**src/rtl/bcd_pkg.sv**
```systemverilog
// Shared BCD constants and FSM state type for the bcd2bin / bin2bcd pair.
// Reverse conversion (bcd2bin) corrects nibbles >= 8 by subtracting 3;
// forward conversion (bin2bcd) corrects nibbles >= 5 by adding 3.
package bcd_pkg;

  typedef enum logic [1:0] {
    IDLE  = 2'd0,
    SHIFT = 2'd1,
    DONE  = 2'd2
  } bcd_state_e;

  localparam logic [3:0] BCD_ADJ_THRESH = 4'd8;
  localparam logic [3:0] BCD_ADJ_VAL    = 4'd3;
  localparam logic [3:0] BCD_DIGIT_MAX  = 4'd9;
  localparam logic [3:0] BCD_FWD_THRESH = 4'd5;

  function automatic logic digit_invalid(input logic [3:0] digit);
    return digit > BCD_DIGIT_MAX;
  endfunction

endpackage

```
**src/rtl/bcd2bin_if.sv**
```systemverilog
// Operand/result bus of the BCD-to-binary converter.
//   bcd_vld/bcd_data : operand strobe and packed BCD word (master -> slave)
//   busy             : conversion in flight, operands dropped (slave -> master)
//   bin_vld/bin_data : one-cycle result pulse and held binary value
//   err              : invalid digit or overflow, qualified by bin_vld
interface bcd2bin_if #(
  parameter int BIN_WIDTH = 7,
  parameter int BCD_WIDTH = 8
);
  logic                 bcd_vld;
  logic [BCD_WIDTH-1:0] bcd_data;
  logic                 busy;
  logic                 bin_vld;
  logic [BIN_WIDTH-1:0] bin_data;
  logic                 err;

  modport master (
    output bcd_vld, bcd_data,
    input  busy, bin_vld, bin_data, err
  );

  modport slave (
    input  bcd_vld, bcd_data,
    output busy, bin_vld, bin_data, err
  );
endinterface

```
**src/rtl/bcd_digit_adj.sv**
```systemverilog
// Single-nibble correction for reverse double-dabble: a nibble >= 8 after
// the right shift gets 3 subtracted (4-bit, no borrow into the next nibble).
//   din  : shifted nibble
//   dout : corrected nibble
module bcd_digit_adj
  import bcd_pkg::*;
(
  input  logic [3:0] din,
  output logic [3:0] dout
);
  assign dout = (din >= BCD_ADJ_THRESH) ? (din - BCD_ADJ_VAL) : din;
endmodule

```
**src/rtl/bcd2bin.sv**
```systemverilog
// Sequential packed-BCD to binary converter, one shift per clock.
//   sclk    : clock, rising edge
//   s_rst_n : synchronous active-low reset
//   bus     : slave side of bcd2bin_if (operand in, result out)
// Latency from accept edge to bin_vld is BIN_WIDTH+1 cycles.
module bcd2bin
  import bcd_pkg::*;
#(
  parameter int BIN_WIDTH = 7,
  parameter int BCD_WIDTH = 8
) (
  input  logic        sclk,
  input  logic        s_rst_n,
  bcd2bin_if.slave    bus
);
  localparam int NDIG  = BCD_WIDTH / 4;
  localparam int CNT_W = $clog2(BIN_WIDTH + 1);

  bcd_state_e           state_q, state_d;
  logic [BCD_WIDTH-1:0] bcd_r;
  logic [BIN_WIDTH-1:0] bin_r;
  logic [CNT_W-1:0]     cnt_r;
  logic                 inv_r;
  logic                 busy_r, vld_r, err_r;
  logic [BIN_WIDTH-1:0] data_r;

  logic                 do_load, do_shift, do_finish, last_shift;
  logic                 inv_in, done_err;
  logic [BCD_WIDTH-1:0] sh_bcd, adj_bcd;
  logic [BIN_WIDTH-1:0] sh_bin;

  // Whole {bcd_r, bin_r} register shifted right by one.
  assign sh_bcd = {1'b0, bcd_r[BCD_WIDTH-1:1]};
  assign sh_bin = {bcd_r[0], bin_r[BIN_WIDTH-1:1]};

  for (genvar g = 0; g < NDIG; g++) begin : g_adj
    bcd_digit_adj u_adj (
      .din  (sh_bcd[4*g +: 4]),
      .dout (adj_bcd[4*g +: 4])
    );
  end

  always_comb begin
    inv_in = 1'b0;
    for (int i = 0; i < NDIG; i++) begin
      if (digit_invalid(bus.bcd_data[4*i +: 4])) inv_in = 1'b1;
    end
  end

  // Anything left in the BCD half after all shifts means value >= 2^BIN_WIDTH.
  assign done_err   = inv_r | (|bcd_r);
  assign last_shift = (cnt_r == CNT_W'(BIN_WIDTH - 1));

  always_ff @(posedge sclk) begin
    if (!s_rst_n) state_q <= IDLE;
    else          state_q <= state_d;
  end

  always_comb begin
    state_d   = state_q;
    do_load   = 1'b0;
    do_shift  = 1'b0;
    do_finish = 1'b0;
    case (state_q)
      IDLE: begin
        if (bus.bcd_vld) begin
          do_load = 1'b1;
          state_d = SHIFT;
        end
      end
      SHIFT: begin
        do_shift = 1'b1;
        if (last_shift) state_d = DONE;
      end
      DONE: begin
        do_finish = 1'b1;
        state_d   = IDLE;
      end
      default: state_d = IDLE;
    endcase
  end

  always_ff @(posedge sclk) begin
    if (!s_rst_n) begin
      bcd_r  <= '0;
      bin_r  <= '0;
      cnt_r  <= '0;
      inv_r  <= 1'b0;
      busy_r <= 1'b0;
      vld_r  <= 1'b0;
      err_r  <= 1'b0;
      data_r <= '0;
    end else begin
      vld_r <= 1'b0;
      err_r <= 1'b0;
      if (do_load) begin
        bcd_r  <= bus.bcd_data;
        bin_r  <= '0;
        inv_r  <= inv_in;
        cnt_r  <= '0;
        busy_r <= 1'b1;
      end
      if (do_shift) begin
        bcd_r <= adj_bcd;
        bin_r <= sh_bin;
        cnt_r <= cnt_r + CNT_W'(1);
      end
      if (do_finish) begin
        vld_r  <= 1'b1;
        err_r  <= done_err;
        data_r <= done_err ? '0 : bin_r;
        busy_r <= 1'b0;
      end
    end
  end

  assign bus.busy     = busy_r;
  assign bus.bin_vld  = vld_r;
  assign bus.err      = err_r;
  assign bus.bin_data = data_r;
endmodule

```
**src/flat_wrapper.sv**
```systemverilog
// flat-port wrapper written by rule: the top's interface ports become plain ports
module bcd2bin_flat import bcd_pkg::*;
#(
  parameter int BIN_WIDTH = 7,
  parameter int BCD_WIDTH = 8
)
  (sclk, s_rst_n, bus_bcd_vld, bus_bcd_data, bus_busy, bus_bin_vld, bus_bin_data, bus_err);
  bcd2bin_if #(.BIN_WIDTH(BIN_WIDTH), .BCD_WIDTH(BCD_WIDTH)) bus_i ();
  input  logic sclk;
  input  logic s_rst_n;
  input wire logic [$bits(bus_i.bcd_vld)-1:0] bus_bcd_vld;
  input wire logic [$bits(bus_i.bcd_data)-1:0] bus_bcd_data;
  output wire logic [$bits(bus_i.busy)-1:0] bus_busy;
  output wire logic [$bits(bus_i.bin_vld)-1:0] bus_bin_vld;
  output wire logic [$bits(bus_i.bin_data)-1:0] bus_bin_data;
  output wire logic [$bits(bus_i.err)-1:0] bus_err;
  assign bus_i.bcd_vld = bus_bcd_vld;
  assign bus_i.bcd_data = bus_bcd_data;
  assign bus_busy = bus_i.busy;
  assign bus_bin_vld = bus_i.bin_vld;
  assign bus_bin_data = bus_i.bin_data;
  assign bus_err = bus_i.err;
  bcd2bin #(.BIN_WIDTH(BIN_WIDTH), .BCD_WIDTH(BCD_WIDTH)) u_core (.sclk(sclk), .s_rst_n(s_rst_n), .bus(bus_i));
endmodule
```
**config.mk**
```make
export PLATFORM = sky130hd
export DESIGN_NAME = bcd2bin_flat
export DESIGN_NICKNAME = d
export VERILOG_FILES = /design/src/rtl/bcd_pkg.sv /design/src/rtl/bcd2bin_if.sv /design/src/rtl/bcd_digit_adj.sv /design/src/rtl/bcd2bin.sv /design/src/flat_wrapper.sv
export SDC_FILE = /design/constraint.sdc
export NUM_CORES = 1
export LEC_CHECK = 0
export CAP_MARGIN = 15
export CORE_MARGIN = 4
export CORE_UTILIZATION = 47
export DETAILED_ROUTE_END_ITERATION = 8
export PLACE_DENSITY = 0.71
export SYNTH_ARGS = -nofsm -noshare
export SYNTH_HDL_FRONTEND = slang
export SYNTH_SLANG_ARGS = --single-unit
```
**constraint.sdc**
```tcl
create_clock -name sclk -period 3.3 [get_ports sclk]
set_clock_uncertainty 0.2 [all_clocks]
set_input_delay 0.825 -clock sclk [delete_from_list [all_inputs] [get_ports sclk]]
set_output_delay 0.825 -clock sclk [all_outputs]
set_load 0.02 [all_outputs]
```
; After elaboration in Yosys (flattened, before gate mapping)
; Index checks and enable logic that the tools add are counted.
[totals]
regBits = 31
inputBits = 11
output_inout_bits = 10
word_cells = 48
[classes]
add_sub_neg = 3
magnitude_cmp = 4
n_eq_ne = 5
muxes = 19
bitwise_logic = 2
reduce_logical = 6
[op_table]
columns = cell, count
row1 = 2-to-1 mux 7 bit, 3
row2 = 2-to-1 mux 8 bit, 2
row3 = "greater-than comparator 4 bit, second input constant", 2
row4 = 2-to-1 mux 4 bit, 2
row5 = OR reduction 8 bit, 1
row6 = 2-to-1 mux 1 bit, 7
row7 = 2-to-1 mux 3 bit, 2
row8 = "greater-or-equal comparator 3 x 4 -> 1 bit, second input constant", 1
row9 = "greater-or-equal comparator 4 bit, second input constant", 1
row10 = 2-to-1 mux 2 bit, 2
row11 = one-hot mux 2 bit (2 select lines), 1
row12 = AND reduction 2 bit, 2
row13 = "subtractor 3 x 2 -> 4 bit, second input constant", 1
row14 = "subtractor 4 x 2 -> 4 bit, second input constant", 1
row15 = "adder 3 x 1 -> 3 bit, second input constant", 1
row16 = "== test 3 bit, second input constant", 1
row17 = "== test 2 x 1 -> 1 bit, second input constant", 1
row18 = "== test 2 bit, second input constant", 1
row19 = zero test 2 bit, 1
row20 = "inequality test 2 x 1 -> 1 bit, second input constant", 1
row21 = "inequality test 2 bit, second input constant", 1
row22 = nonzero test 2 bit, 1
row23 = OR reduction 2 bit, 1
row24 = NOT 1 bit, 1
row25 = OR 1 bit, 1

; Depth between registers and ports, before layout
[logic_depth]
ltp_word = 4
depth_mapped = 6
ltp_nobuf = 5

; By module
; Synthesis repeated with hierarchy kept, for this count alone.
[hier_totals]
hier_cells = 152
hier_area_um2 = 1383.8
[modules_own_cells]
columns = mod, n_inst, cells_each, area_each_um2, seq_area_each_um2
row1 = bcd2bin, 1, 130, 1231.2, 620.6
row2 = bcd_digit_adj, 2, 11, 76.3, 0.0

; Worst setup path after synthesis
; Ideal clock, no wire load.
[synth_timing]
path_type = input to register
from = input bus_bcd_vld
to = register u_core.cnt_r[0]
setup_time_ns = 0.116
arrival_time_ns = 1.501
t_required_ns = 2.984
slack_ns = 1.483
cell_stages = 5
path_buffers = 1
cell_sequence = buf_2 > nor2_1 > nor2_1 > nand2_1 > o211a_1
[synth_via]
elab_chain_len = 3
[synth_lines]
columns = item, line_no
row1 = "start, declared", flat_wrapper.sv:11  ; input wire logic [$bits(bus_i.bcd_vld)-1:0] bus_bcd_vld;
row2 = 2-to-1 mux 1 bit, bcd2bin.sv:66  ; if (bus.bcd_vld) begin
row3 = 2-to-1 mux 1 bit, bcd2bin.sv:64  ; case (state_q)
row4 = nonzero test 2 bit (no line), -
row5 = "end signal, assigned", bcd2bin.sv:106  ; cnt_r <= cnt_r + CNT_W'(1);
row6 = "end, declared", bcd2bin.sv:22  ; logic [CNT_W-1:0] cnt_r;
; Every way passes these cells.
; A chain may end at the register's enable or synchronous reset.

; Worst setup path after layout
[layout_timing]
from = register u_core.data_r[0] (netlist: u_core.bus.bin_data[0])
to = output bus_bin_data[0]
[layout_rtl]
columns = item, line_no
row1 = "start, declared", bcd2bin.sv:25  ; logic [BIN_WIDTH-1:0] data_r;
row2 = "start signal, assigned", bcd2bin.sv:111  ; data_r <= done_err ? '0 : bin_r;
row3 = "end, declared", flat_wrapper.sv:15  ; output wire logic [$bits(bus_i.bin_data)-1:0] bus_bin_data;
; No word-level cell between the ends.

==> impl_metrics.yaml <==
logic_synthesis:
  yosysUniqueCellTypes: 36
  synth_edf_count: 0
  ys_top_cells_by_area: "dfxtp_1, a22oi_1, nor2b_1"
  synthArstFlopShare: 0
  synth_area_per_cell_sq_um: 9.79
  yosys-top-cells-count: "dfxtp_1, nor2b_1, a22oi_1"
  synth_most_common_cell: "dfxtp_1"
  yosys_warnings: 0
  synth_ff_type: "dfxtp_1"
  synth_cells: 136
  ys_seq_area_frac: 0.466
  synth_top_area_cell: "dfxtp_1"
  ys_seq_elements: 31
  netlist.area_leader.share: 0.466
  synth_fp_nets: 151
  syn-cell-area_sq_um: 1330
detailed_routing:
  firstDrtPassIters: 4
  drt-initial-drc-count: 41
  wl_mm: 2.55
  wire_per_inst_um: 13.4
  drc: 0
  vias: 1025
  vias_per_cell: 5.39
  drtAntennaViolNets: 0
clock_network:
  numCtsBuffers: 5
  postCtsResizedCells: 0
  htree_num_levels: 2
  clkTransAtPathRegs_ns: 0.09
  clk_path_buf_depth: 2
  cts_tree: "done"
  ctsRootBufferMaster: "clkbuf_4"
  postCtsSetupRepairBufs: 0
  cts_sinks: 31
  hold_buffers: 0
  clk_latency_ns: 0.32
timing:
  period_minus_slack_ns: 2.29
  final_hold_viol_count: 0
  max_freq_mhz: 437
  rsz0062_at_grt: "false"
  setup_viol: 0
  finalCritPeriodShare: 0.694
  tightest_slew_ns: 0.512
  relSlewSlack: 0.658
  slew_violations: 0
  fin_setup_tns_ns: 0
grt:
  grt_max_degree: 14
  grt_pass1_wl_mm: 4.06
  overflow: 0
  antenna_found_initial: 0
  first_global_vias: 920
  grtUsageTotal: 0.149
placement:
  portBuffers: 20
  hpwl_mm: 1.87
  gp_congestion: 0.780
setup_path:
  critPathLaunchType: "flip-flop"
  rr_startpoint: "u_core.state_q[0]"
  cp.arrival_ns: 1.26
  r2r_cells: 4
  cp.depth: 1
  path_max_fanout: 2
  crit_path_start: "u_core.bus.bin_data[0]"
  cp-end-kind: "output pin"
  worstPathCellList: "clkdlybuf4s50_1"
  rrSetupSlack_ns: 1.47
  cpLargestDelayFamily: "buffers and inverters"
  cp_slowest_stage_delay_ns: 0.60
  cp.required_ns: 2.27
  crit_path_top_delay_cell: "clkdlybuf4s50_1"
  worstSetupEndpoint: "bus_bin_data[0]"
  path_buf_inv: 1
  path_class: "flip-flop to output pin"
  r2r_end: "u_core.bcd_r[2]"
power_and_ir_drop:
  p_clk_frac: 0.384
  ir_worst_vdd_uv: 362
  power.total_w: 0.000790
  p_per_area_nw_per_um2: 481
  combPwrFrac: 0.107
  p_int_w: 0.000610
  p_sw_w: 0.000180
  switching_share: 0.228
  p_leak_nw: 0.663
  seq_power_share: 0.509
finish:
  diodes: 0
  drive_gt1_frac: 0.107
  register_area_sq_um: 621
  layout.nets: 173
  area_delta_synth_final_pct: 23.3
  multi_input_area_sq_um: 647
  fillCellCount: 234
die:
  start_util: 0.487
  die_y_um: 61.2
  core_sq_um: 2730
  die_w_um: 61.2
  dieArea_sq_um: 3750
  rows: 19
  io_pins: 21
run_status:
  status: "completed"
worst_hold_path:
  worstHoldStart: "u_core.bin_r[0]"
  min_path_type: "flip-flop to flip-flop"
flow_run:
  cap_violations: 0
## worst min path at each step
stage | endpoint | slack (ns) | cells after the start
6_report | u_core.bus.bin_data[0] | 0.28 | 1
4_1_cts | u_core.bus.bin_data[0] | 0.28 | 1
3_5_place_dp | u_core.bus.bin_data[0] | 0.26 | 1
3_3_place_gp | u_core.bus.bin_data[0] | 0.26 | 1
5_1_grt | u_core.bus.bin_data[5] | 0.30 | 1
2_1_floorplan | u_core.bus.bin_data[0] | 0.24 | 1
## stage by stage
stage / instance area [sq um] / cells / utilization / hold slack [ns] / worst slack [ns]
final: 1640 / 190 / 0.600 / 0.281 / 1.01
after global routing: 1640 / 190 / 0.600 / 0.304 / 0.951
after CTS: 1640 / 190 / 0.600 / 0.284 / 0.986
after detailed placement: 1560 / 182 / 0.569 / 0.257 / 0.803
after global placement: 1560 / 182 / 0.569 / 0.256 / 0.874
after floorplan: 1330 / 136 / - / 0.243 / 1.48
## layout make-up
class,instances,share of cell area
flip-flops and latches,31,0.378
multi-input cells,90,0.394
well taps,31,0.0236
repair buffers,23,0.136
clock buffers,6,0.0313
inverters,7,0.0160
clock inverters,2,0.0213
## metal layers
layer  up-vias  GRT usage  routed length, um  share of wire
met5         -          0                  0              0
met2        24      0.257               1260           0.50
li1        526          -                  -              -
met1       475      0.167               1160           0.46
met4         0     0.0557                  0              0
met3         0     0.0524                123          0.048
## flip-flops by register name (all words and copies together), names as in the netlist
register and flops:
u_core.state_q 2, u_core.cnt_r 3, u_core.bus.busy 1, u_core.bcd_r 8, u_core.bus.err 1, u_core.bus.bin_vld 1, u_core.bin_r 7, u_core.bus.bin_data 7
u_core.inv_r 1
## cell usage in the layout (no fill, tap or decap), drive strengths merged
cell type / synthesis / final
and3: 1 / 1
and2: 2 / 2
nor4: 1 / 1
nor2: 7 / 7
clkinv: 0 / 1
a21oi: 3 / 3
nand4: 1 / 1
clkdlybuf4s50: 0 / 20
nand3: 3 / 3
clkbuf: 2 / 6
a22o: 7 / 7
and3b: 1 / 1
a31oi: 1 / 1
nor3: 2 / 2
ha: 4 / 4
nand2b: 2 / 2
o21ai: 7 / 7
bufinv: 0 / 1
o21bai: 1 / 1
a21boi: 2 / 2
a22oi: 10 / 10
inv: 7 / 7
and4: 1 / 1
a2bb2oi: 1 / 1
o221a: 1 / 1
o211a: 4 / 4
nand2: 7 / 7
mux2i: 5 / 5
buf: 6 / 3
dfxtp: 31 / 31
a221oi: 1 / 1
a41oi: 1 / 1
xnor2: 1 / 1
nor2b: 12 / 12
xor2: 1 / 1
## cell families after synthesis
logic type | after synthesis | synth area share
AO/OA/AOI/OAI | 39 | 0.223
XOR/XNOR | 2 | 0.0132
adder cells (fa/ha/maj) | 4 | 0.0376
buffers and inverters | 15 | 0.0479
flip-flops | 31 | 0.466
multiplexers | 5 | 0.0376
AND/OR/NAND/NOR | 40 | 0.175
## power by group through the flow
stage	Combinational (W)	Clock [W]	Sequential (W)
after global routing	0.0000928	0.000331	0.000405
after detailed placement	0.0000845	0	0.000411
after CTS	0.0000848	0.000313	0.000402
after floorplan	0.0000584	0	0.000407
final	0.0000844	0.000303	0.000402
after global placement	0.0000824	0	0.000410
(Power assumes the default switching activity.)
